===== src/rtl/icache_fetch_ctrl.sv =====
// icache_fetch_ctrl: direct-mapped I-cache sequencer; 1-cycle hits, byte-serial refill on miss.
// Optional build macro ICACHE_FETCH_STATS_EN adds hit_cnt/miss_cnt statistics outputs.
module icache_fetch_ctrl #(
    parameter int INST_BYTES  = 4,
    parameter int STALL_LIMIT = 255
) (
    input  logic        clk,
    input  logic        rst,
    input  logic        rdy,
    input  logic        fetch_valid,
    input  logic [31:0] fetch_pc,
    input  logic        flush,
    output logic        fetch_ready,
    output logic        inst_valid,
    output logic [31:0] inst_out,
    output logic [31:0] inst_pc,
    output logic        fetch_err,
    output logic [31:0] cache_addr,
    output logic        cache_wr,
    output logic [31:0] cache_data,
    input  logic        cache_hit,
    input  logic [31:0] cache_result,
    output logic        mem_req,
    output logic [31:0] mem_addr,
    input  logic        mem_gnt,
`ifdef ICACHE_FETCH_STATS_EN
    output logic [31:0] hit_cnt,
    output logic [31:0] miss_cnt,
`endif
    input  logic [7:0]  mem_din
);

    localparam logic [2:0] LAST  = 3'(INST_BYTES - 1);
    localparam logic [7:0] LIMIT = 8'(STALL_LIMIT);

    typedef enum logic [1:0] {IDLE, FILL, WRITE} state_t;

    state_t      state_q, state_d;
    logic [31:0] pc_q, pc_d;
    logic [2:0]  req_idx_q, req_idx_d;
    logic [2:0]  rsp_idx_q, rsp_idx_d;
    logic [31:0] asm_q, asm_d;
    logic        cap_q, cap_d;
    logic [7:0]  stall_q, stall_d;
    logic        mem_req_q, mem_req_d;
    logic [31:0] mem_addr_q, mem_addr_d;
    logic        inst_valid_q, inst_valid_d;
    logic [31:0] inst_out_q, inst_out_d;
    logic [31:0] inst_pc_q, inst_pc_d;
    logic        cache_wr_q, cache_wr_d;
    logic [31:0] cache_data_q, cache_data_d;
    logic        fetch_err_q, fetch_err_d;
    logic        accept;

    assign accept      = (state_q == IDLE) && fetch_valid && !flush;
    assign fetch_ready = (state_q == IDLE);
    assign cache_addr  = (state_q == IDLE) ? fetch_pc : pc_q;
    assign inst_valid  = inst_valid_q;
    assign inst_out    = inst_out_q;
    assign inst_pc     = inst_pc_q;
    assign fetch_err   = fetch_err_q;
    assign cache_wr    = cache_wr_q;
    assign cache_data  = cache_data_q;
    assign mem_req     = mem_req_q;
    assign mem_addr    = mem_addr_q;

    // Next-state logic: hit/miss dispatch, pipelined byte requests and captures, flush abort
    always_comb begin
        state_d      = state_q;
        pc_d         = pc_q;
        req_idx_d    = req_idx_q;
        rsp_idx_d    = rsp_idx_q;
        asm_d        = asm_q;
        cap_d        = 1'b0;
        stall_d      = stall_q;
        mem_req_d    = mem_req_q;
        mem_addr_d   = mem_addr_q;
        inst_valid_d = 1'b0;
        inst_out_d   = inst_out_q;
        inst_pc_d    = inst_pc_q;
        cache_wr_d   = 1'b0;
        cache_data_d = cache_data_q;
        fetch_err_d  = fetch_err_q;
        unique case (state_q)
            IDLE: begin
                if (accept && cache_hit) begin
                    inst_valid_d = 1'b1;
                    inst_out_d   = cache_result;
                    inst_pc_d    = fetch_pc;
                end else if (accept) begin
                    pc_d       = fetch_pc;
                    mem_req_d  = 1'b1;
                    mem_addr_d = fetch_pc;
                    req_idx_d  = 3'd0;
                    rsp_idx_d  = 3'd0;
                    asm_d      = 32'd0;
                    stall_d    = 8'd0;
                    state_d    = FILL;
                end
            end
            FILL: begin
                if (mem_req_q && mem_gnt) begin
                    req_idx_d  = req_idx_q + 3'd1;
                    mem_addr_d = pc_q + 32'(req_idx_q) + 32'd1;
                    cap_d      = 1'b1;
                    mem_req_d  = (req_idx_q != LAST);
                end
                // a grant wait longer than LIMIT cycles flags the error; the counter saturates
                if (mem_req_q && !mem_gnt) begin
                    fetch_err_d = fetch_err_q | (stall_q == LIMIT);
                    stall_d     = (stall_q == LIMIT) ? stall_q : stall_q + 8'd1;
                end else begin
                    stall_d = 8'd0;
                end
                // the byte returned for last cycle's grant lands little-endian in the buffer
                if (cap_q) begin
                    asm_d[{rsp_idx_q[1:0], 3'b000} +: 8] = mem_din;
                    rsp_idx_d = rsp_idx_q + 3'd1;
                    if (rsp_idx_q == LAST) begin
                        state_d      = WRITE;
                        cache_wr_d   = 1'b1;
                        cache_data_d = asm_d;
                        inst_valid_d = 1'b1;
                        inst_out_d   = asm_d;
                        inst_pc_d    = pc_q;
                    end
                end
            end
            WRITE: state_d = IDLE;
            default: state_d = IDLE;
        endcase
        // a redirect discards everything in flight, including a byte already granted
        if (flush) begin
            state_d      = IDLE;
            mem_req_d    = 1'b0;
            cap_d        = 1'b0;
            stall_d      = 8'd0;
            inst_valid_d = 1'b0;
            inst_out_d   = inst_out_q;
            inst_pc_d    = inst_pc_q;
            cache_wr_d   = 1'b0;
            cache_data_d = cache_data_q;
        end
    end

    // State and output registers; rdy low freezes everything
    always_ff @(posedge clk or posedge rst) begin
        if (rst) begin
            state_q      <= IDLE;
            pc_q         <= 32'd0;
            req_idx_q    <= 3'd0;
            rsp_idx_q    <= 3'd0;
            asm_q        <= 32'd0;
            cap_q        <= 1'b0;
            stall_q      <= 8'd0;
            mem_req_q    <= 1'b0;
            mem_addr_q   <= 32'd0;
            inst_valid_q <= 1'b0;
            inst_out_q   <= 32'd0;
            inst_pc_q    <= 32'd0;
            cache_wr_q   <= 1'b0;
            cache_data_q <= 32'd0;
            fetch_err_q  <= 1'b0;
        end else if (rdy) begin
            state_q      <= state_d;
            pc_q         <= pc_d;
            req_idx_q    <= req_idx_d;
            rsp_idx_q    <= rsp_idx_d;
            asm_q        <= asm_d;
            cap_q        <= cap_d;
            stall_q      <= stall_d;
            mem_req_q    <= mem_req_d;
            mem_addr_q   <= mem_addr_d;
            inst_valid_q <= inst_valid_d;
            inst_out_q   <= inst_out_d;
            inst_pc_q    <= inst_pc_d;
            cache_wr_q   <= cache_wr_d;
            cache_data_q <= cache_data_d;
            fetch_err_q  <= fetch_err_d;
        end
    end

`ifdef ICACHE_FETCH_STATS_EN
    logic [31:0] hit_cnt_q, hit_cnt_d, miss_cnt_q, miss_cnt_d;

    assign hit_cnt  = hit_cnt_q;
    assign miss_cnt = miss_cnt_q;

    // Count accepted hits and misses; flushed requests never reach accept
    always_comb begin
        hit_cnt_d  = hit_cnt_q + 32'(accept && cache_hit);
        miss_cnt_d = miss_cnt_q + 32'(accept && !cache_hit);
    end

    // Statistics registers, frozen with the rest of the block when rdy is low
    always_ff @(posedge clk or posedge rst) begin
        if (rst) begin
            hit_cnt_q  <= 32'd0;
            miss_cnt_q <= 32'd0;
        end else if (rdy) begin
            hit_cnt_q  <= hit_cnt_d;
            miss_cnt_q <= miss_cnt_d;
        end
    end
`endif

endmodule


===== config.mk =====
export PLATFORM = sky130hd
export DESIGN_NAME = icache_fetch_ctrl
export DESIGN_NICKNAME = d
export VERILOG_FILES = /design/src/rtl/icache_fetch_ctrl.sv
export SDC_FILE = /design/constraint.sdc
export NUM_CORES = 1
export LEC_CHECK = 0
export ABC_AREA = 1
export BUFFER_PORTS_ARGS = -buffer_cell sky130_fd_sc_hd__buf_2
export CORE_MARGIN = 10
export CORE_UTILIZATION = 59
export CTS_CLUSTER_DIAMETER = 60
export CTS_CLUSTER_SIZE = 40
export DETAILED_ROUTE_END_ITERATION = 16
export GPL_TIMING_DRIVEN = 0
export PLACE_DENSITY_LB_ADDON = 0.2
export SYNTH_ARGS = -nofsm -noshare
export SYNTH_HDL_FRONTEND = slang
export SYNTH_SLANG_ARGS = --single-unit

===== constraint.sdc =====
create_clock -name clk -period 16.27 [get_ports clk]
set_clock_uncertainty 0.1 [all_clocks]
set_input_delay 3.254 -clock clk [delete_from_list [all_inputs] [get_ports clk]]
set_output_delay 3.254 -clock clk [all_outputs]
set_load 0.02 [all_outputs]

==> reports/qor.yml, run 1 <==
outcome:
  status: "finished clean"
sta:
  worst_pin_slew_ns: 0.8773
  final.setup.tns_ns: 0
  setup_viol: 0
  rsz0062_at_grt: "false"
  slew_viol_final: 0
  fin_crit_ns: 7.226
  max_slew_margin_pct: 41.51
  min_period_over_period_pct: 44.41
  fmax_mhz: 138.4
  hold_viol_final: 0
critical_path:
  critPathKind: "input pin to output pin"
  r2r_end: "inst_out[9]"
  worstRegToRegCells: 9
  path_max_fanout: 3
  cp.arrival_ns: 3.87
  timing.reg2reg.setup_slack_ns: 13.49
  critPathLaunchType: "input pin"
  crit_required_ns: 12.92
  endpoint_kind: "output pin"
  r2r_start: "rsp_idx_q[0]"
routing:
  dr_wl_met2_um: 17620
  drtPass1Iterations: 5
  met1_length_um: 14790
  met3WireLength_um: 3455
  vias: 10960
  wl_per_cell_um: 19.27
  top_layer: "met5"
  antenna_left: 0
  wl_um: 37350
  viasPerCell: 5.654
  drc: 0
  drt_iter0_drc: 933
global_route:
  grt_pass1_vias: 10720
  grt_pass1_wl_um: 57590
  grt_usage_pct: 29.66
  grt_max_degree: 76
  antenna_found_initial: 3
  grt_overflow: 0
yosys:
  syn_nets: 1529
  synth_flop_cell: "dfrtp_1"
  synth_edf_count: 0
  synth_most_common_cell: "nand2_1"
  synth.largest_area_cell: "dfrtp_1"
  yosysWarnings: 0
  async_flop_share_pct: 100.0
  yosys-top-cells-area: "dfrtp_1 49%, nand2_1 16%, nor2_1 6.9%, inv_1 4.4%, o21ai_0 4.1%"
  syn-instance-count: 1437
  yosys-top-cells-count: "449 x nand2_1, 213 x dfrtp_1, 199 x nor2_1"
  syn_area_per_cell_um2: 7.526
  ys_seq_elements: 213
  yosysTopAreaCellShare_pct: 49.28
  synth.distinct_cells: 36
  yosysSeqAreaShare_pct: 49.28
  synthesis.area_um2: 10820
min_path:
  hold_class: "flip-flop to flip-flop"
  holdCritStartpoint: "cache_data[11]"
  hold_depth: 2
  worstHoldEndpoint: "cache_data[11]"
clock_tree:
  htreeDepth: 1
  cts_tree: "yes"
  post_cts_buffers: 0
  clockBufferDepth: 3
  cts_resized: 0
  holdBufCountCts: 0
  clk_latency_ns: 0.50
  root_buffer: "clkbuf_16"
  cts_inserted_buffers: 16
  clock_sinks: 213
  clk_pin_slew_ns: 0.09
floorplanning:
  die_h_um: 155.4
  io_pins: 244
  die_w_um: 155.4
  fp.dieArea_um2: 24150
  start_util_pct: 60.00
  std_cell_rows: 49
  core_region_area_um2: 18020
power:
  powerDensity_nw_per_um2: 139.1
  vdd_drop_max_mv: 0.1247
  power.leakage_nw: 6.546
placed_design:
  hpwlAfterDp_um: 28260
  portBuffers: 242
  gp_congestion: 0.9580
cells_and_area:
  syn2layout_area_growth_pct: 19.56
  drive_gt1_share_pct: 19.57
  final_util_pct: 71.74
  nNetsFinal: 1791
flow_run:
  maxCapViolCount: 0
[worst max-delay path, stage by stage]
cell	delay [ns]
buf_2	0.11
nand2_1	0.06
o21ai_0	0.20
buf_2	0.25
[worst max-delay path by stage]
stage                           endpoint  depth (start not counted)  slack [ns]    startpoint
final                     cache_addr[31]                          4        9.04  fetch_pc[31]
after global routing      cache_addr[31]                          4        9.01  fetch_pc[31]
after CTS                 cache_addr[31]                          4        9.09  fetch_pc[31]
after detailed placement  cache_addr[31]                          4        9.10  fetch_pc[31]
after global placement       inst_pc[25]                          2        4.73           rst
after floorplan                 asm_q[0]                          1        7.09           rst
[state kept, by name (all words and copies together), names as in the netlist]
register / count
asm_q: 32
cache_data: 32
cache_wr: 1
cap_q: 1
fetch_err: 1
inst_out: 32
inst_pc: 32
inst_valid: 1
mem_addr: 32
mem_req: 1
pc_q: 32
req_idx_q: 3
rsp_idx_q: 3
stall_q: 8
state_q: 2
[final cells by class]
| type | instances | area [um2] |
|---|---|---|
| Sequential cell | 213 | 5330 |
| Fill cell | 1514 | 5094 |
| Multi-Input combinational cell | 1019 | 4619 |
| Timing Repair Buffer | 244 | 1266 |
| Inverter | 130 | 495.5 |
| Clock buffer | 19 | 442.9 |
| Buffer | 75 | 377.9 |
| Tap cell | 229 | 286.5 |
| Clock inverter | 7 | 107.6 |
| Antenna cell | 2 | 5.005 |
[cells in the final DEF, fill, tap and decap left out, drive strengths merged]
master,count
a21oi,37
a22oi,1
a31o,1
a31oi,63
and2,3
buf,291
bufinv,1
clkbuf,47
clkinv,3
dfrtp,213
diode,2
fa,1
ha,12
inv,133
nand2,449
nand3,75
nand4,16
nor2,205
nor3,14
o211ai,4
o21a,1
o21ai,93
o21bai,2
o22ai,33
or2,7
xor2,2
[power by group]
group          internal, mW  leakage, nW  switching (mW)
clock network         0.220        0.268           0.206
registers             0.664         2.58          0.0907
logic                 0.200         3.70           0.418
[metal layers]
layer  global-route usage, %  vias to the layer above
li1                        -                     5171
met1                   37.67                     5136
met2                   48.51                      554
met3                   6.396                       95
met4                   11.45                        2
met5                  0.4320                        -
[through the flow]
stage | area (um2) | setup slack [ns] | hold WS, ns | power [mW] | std cells
floorplan | 10820 | 7.093 | 0.3862 | 1.143 | 1437
global placement | 12310 | 4.726 | 0.3496 | 1.360 | 1908
detailed placement | 12380 | 9.104 | 0.3549 | 1.376 | 1910
CTS | 12930 | 9.085 | 0.3770 | 1.797 | 1936
global route | 12930 | 9.008 | 0.3973 | 1.897 | 1937
finish | 12930 | 9.044 | 0.3755 | 1.799 | 1938
[kinds of logic (layout without fill, tap and decap cells)]
logic type                 Yosys count  in the layout  synth area share (%)
and+or+nand+nor                    769            769                 28.69
AOI/OAI and AO/OA                  235            235                 12.29
adders and majority gates           13             13                 1.573
buffers and inverters              205            475                 8.005
other                                0              2                     0
xor gates and xnor gates             2              2                0.1620
DFF                                213            213                 49.28
No activity file was read; power rests on OpenSTA's default activity.
==> run 2: changes to the inputs <==
--- a/config.mk
+++ b/config.mk
@@ -8,7 +8,7 @@
 export ABC_AREA = 1
 export BUFFER_PORTS_ARGS = -buffer_cell sky130_fd_sc_hd__buf_2
 export CORE_MARGIN = 10
-export CORE_UTILIZATION = 59
+export CORE_UTILIZATION = 55
 export CTS_CLUSTER_DIAMETER = 60
 export CTS_CLUSTER_SIZE = 40
 export DETAILED_ROUTE_END_ITERATION = 16
==> constraint.sdc (replaced) <==
create_clock -name clk -period 7.3 [get_ports clk]
set_clock_uncertainty 0.1 [all_clocks]
set_input_delay 1.46 -clock clk [delete_from_list [all_inputs] [get_ports clk]]
set_output_delay 1.46 -clock clk [all_outputs]
set_load 0.02 [all_outputs]
==> run 2 against run 1 <==
Compared with the run above: flip-flop and latch count did not move; power increased by 130%; worst setup slack got worse by 6.1 ns; via count rose by 0.96%; core utilization shrank 4.2 points; design area grew 1.3%; critical path depth grew 1.
==> reports/qor.yml, run 2 (same netlist as run 1, synthesis figures left out) <==
cells_and_area:
  drive_gt1_share_pct: 20.14  # +0.57 points
  syn2layout_area_growth_pct: 21.17
  stdcell_count: 1986  # +2.5%
  final_cell_mix: "449 x nand2_1, 268 x buf_2, 213 x dfrtp_1"
  nNetsFinal: 1797  # +0.34%
  layout_commonest_cell: "nand2_1"
sta:
  layout_setup_ws_ns: 2.927  # -6.117 ns
  setup_viol: 0  # unchanged
  min_period_over_period_pct: 59.91
  hold_viol_final: 0  # unchanged
  final.setup.tns_ns: 0  # unchanged
  slew_viol_final: 0  # unchanged
  worst_pin_slew_ns: 0.8990  # +0.02167 ns
  fmax_mhz: 228.7
  max_slew_margin_pct: 39.94  # -1.6 points
  rsz0062_at_grt: "false"
  fin_crit_ns: 4.373
power:
  power_frac_comb_pct: 33.6  # -0.8 points
  p_clk_share_pct: 25.4  # +1.7 points
  power.sequential.fraction_pct: 41.0  # -0.9 points
  swShare_pct: 40.42  # +0.66 points
  p_switching_mw: 1.655  # +130%
  vdd_drop_max_mv: 0.2282  # +83%
  power.leakage_nw: 6.599  # +0.81%
  intPower_mw: 2.440  # +130%
  powerDensity_nw_per_um2: 312.5  # +120%
routing:
  wl_um: 37480  # +0.33%
  viasPerCell: 5.570  # -1.5%
  drt_iter0_drc: 1021  # +9.4%
  vias: 11060  # +0.96%
  wl_per_cell_um: 18.87  # -2.1%
  drtPass1Iterations: 6  # +1
  antenna_left: 0  # unchanged
  drc: 0  # unchanged
outcome:
  status: "finished clean"
clock_tree:
  clk_pin_slew_ns: 0.08  # about the same
  holdBufCountCts: 0  # unchanged
  cts_inserted_buffers: 19  # +3
  cts_tree: "yes"
  root_buffer: "clkbuf_16"
  clk_latency_ns: 0.51  # about the same
  cts_resized: 0  # unchanged
  clockBufferDepth: 3  # unchanged
  post_cts_buffers: 0  # unchanged
  htreeDepth: 1  # unchanged
  clock_sinks: 213  # unchanged
min_path:
  worstHoldEndpoint: "fetch_err"
  hold_depth: 1  # -1
  hold_class: "flip-flop to flip-flop"
  holdCritStartpoint: "fetch_err"
global_route:
  grt_util_met3_pct: 5.758  # -0.64 points
  grt_pass1_vias: 10910  # +1.8%
  grt_pass1_wl_um: 59060  # +2.6%
  met2_usage_pct: 46.51  # -2.0 points
  grt_overflow: 0  # unchanged
  grt_usage_pct: 28.34  # -1.3 points
  antenna_found_initial: 3  # unchanged
  grt_most_used_layer: "met2"
  grt_max_degree: 43  # -43%
  use_met1_pct: 35.95  # -1.7 points
critical_path:
  critPathTopFamily: "buffers and inverters"
  endpoint_kind: "output pin"
  crit_top_cell: "clkbuf_1"
  cpMaxStageDelayCell: "clkbuf_1"
  path_max_fanout: 10  # +7
  path_buf_inv: 3  # +1
  cp.arrival_ns: 2.81  # -1.06 ns
  r2r_end: "inst_out[9]"
  slowest_delay_ns: 0.57  # +0.32 ns
  worstRegToRegCells: 9  # unchanged
  critPathLaunchType: "flip-flop"
  timing.reg2reg.setup_slack_ns: 4.54  # -8.95 ns
  crit_required_ns: 5.74  # -7.18 ns
  critPathKind: "flip-flop to output pin"
  r2r_start: "rsp_idx_q[0]"
  crit_chain: "nor2_2 -> clkbuf_1 -> clkbuf_1 -> o21ai_0 -> buf_2"
placed_design:
  gp_congestion: 0.9720  # +1.5%
  placement.setup.worst_slack_ns: 3.571  # -5.533 ns
  hpwlAfterDp_um: 28530  # +0.96%
  portBuffers: 242  # unchanged
  dp_cells: 1949  # +2.0%
floorplanning:
  start_util_pct: 55.75  # -4.2 points
  fp.dieArea_um2: 25670  # +6.3%
  die_w_um: 160.2  # +3.1%
  io_pins: 244  # unchanged
  core_region_area_um2: 19400  # +7.6%
  die_h_um: 160.2  # +3.1%
  std_cell_rows: 51  # +4.1%
flow_run:
  maxCapViolCount: 0  # unchanged
run 2: worst max path at each step:
| stage | from | cells after the start | to |
|---|---|---|---|
| 3_5_place_dp | state_q[1] | 5 | cache_addr[31] |
| 6_report | state_q[1] | 5 | cache_addr[31] |
| 2_1_floorplan | rst | 1 | asm_q[0] |
| 4_1_cts | state_q[1] | 5 | cache_addr[31] |
| 5_1_grt | state_q[1] | 5 | cache_addr[31] |
| 3_3_place_gp | rst | 2 | mem_addr[26] |
run 2: layout make-up:
class	count	area, um2
Antenna cell	3	7.507
Timing Repair Buffer	247	1311
Multi-Input combinational cell	1019	4619
Clock buffer	19	475.5
Tap cell	265	331.6
Sequential cell	213	5330
Clock inverter	15	160.2
Fill cell	1730	6294
Inverter	130	491.7
Buffer	75	377.9
run 2: metal layers:
metal	up-vias	wire length, um
li1	5191	-
met1	5201	15060
met2	568	17570
met3	101	3358
met4	2	1472
met5	-	18
run 2: power groups by stage:
| stage | combinational [mW] | clock [mW] | sequential [mW] |
|---|---|---|---|
| after detailed placement | 1.37 | 0 | 1.69 |
| after global placement | 1.34 | 0 | 1.69 |
| after CTS | 1.38 | 1.05 | 1.67 |
| after floorplan | 0.658 | 0 | 1.89 |
| after global routing | 1.51 | 1.10 | 1.71 |
| final | 1.38 | 1.04 | 1.68 |
run 2: through the flow:
stage / hold WS [ns] / total power, mW / area (um2) / util, %
after floorplan: 0.3862 / 2.549 / 10820 / -
after global placement: 0.3479 / 3.026 / 12360 / 63.73
after detailed placement: 0.3488 / 3.063 / 12460 / 64.24
after CTS: 0.3664 / 4.101 / 13100 / 67.52
after global routing: 0.3869 / 4.322 / 13100 / 67.54
final: 0.3661 / 4.095 / 13110 / 67.56
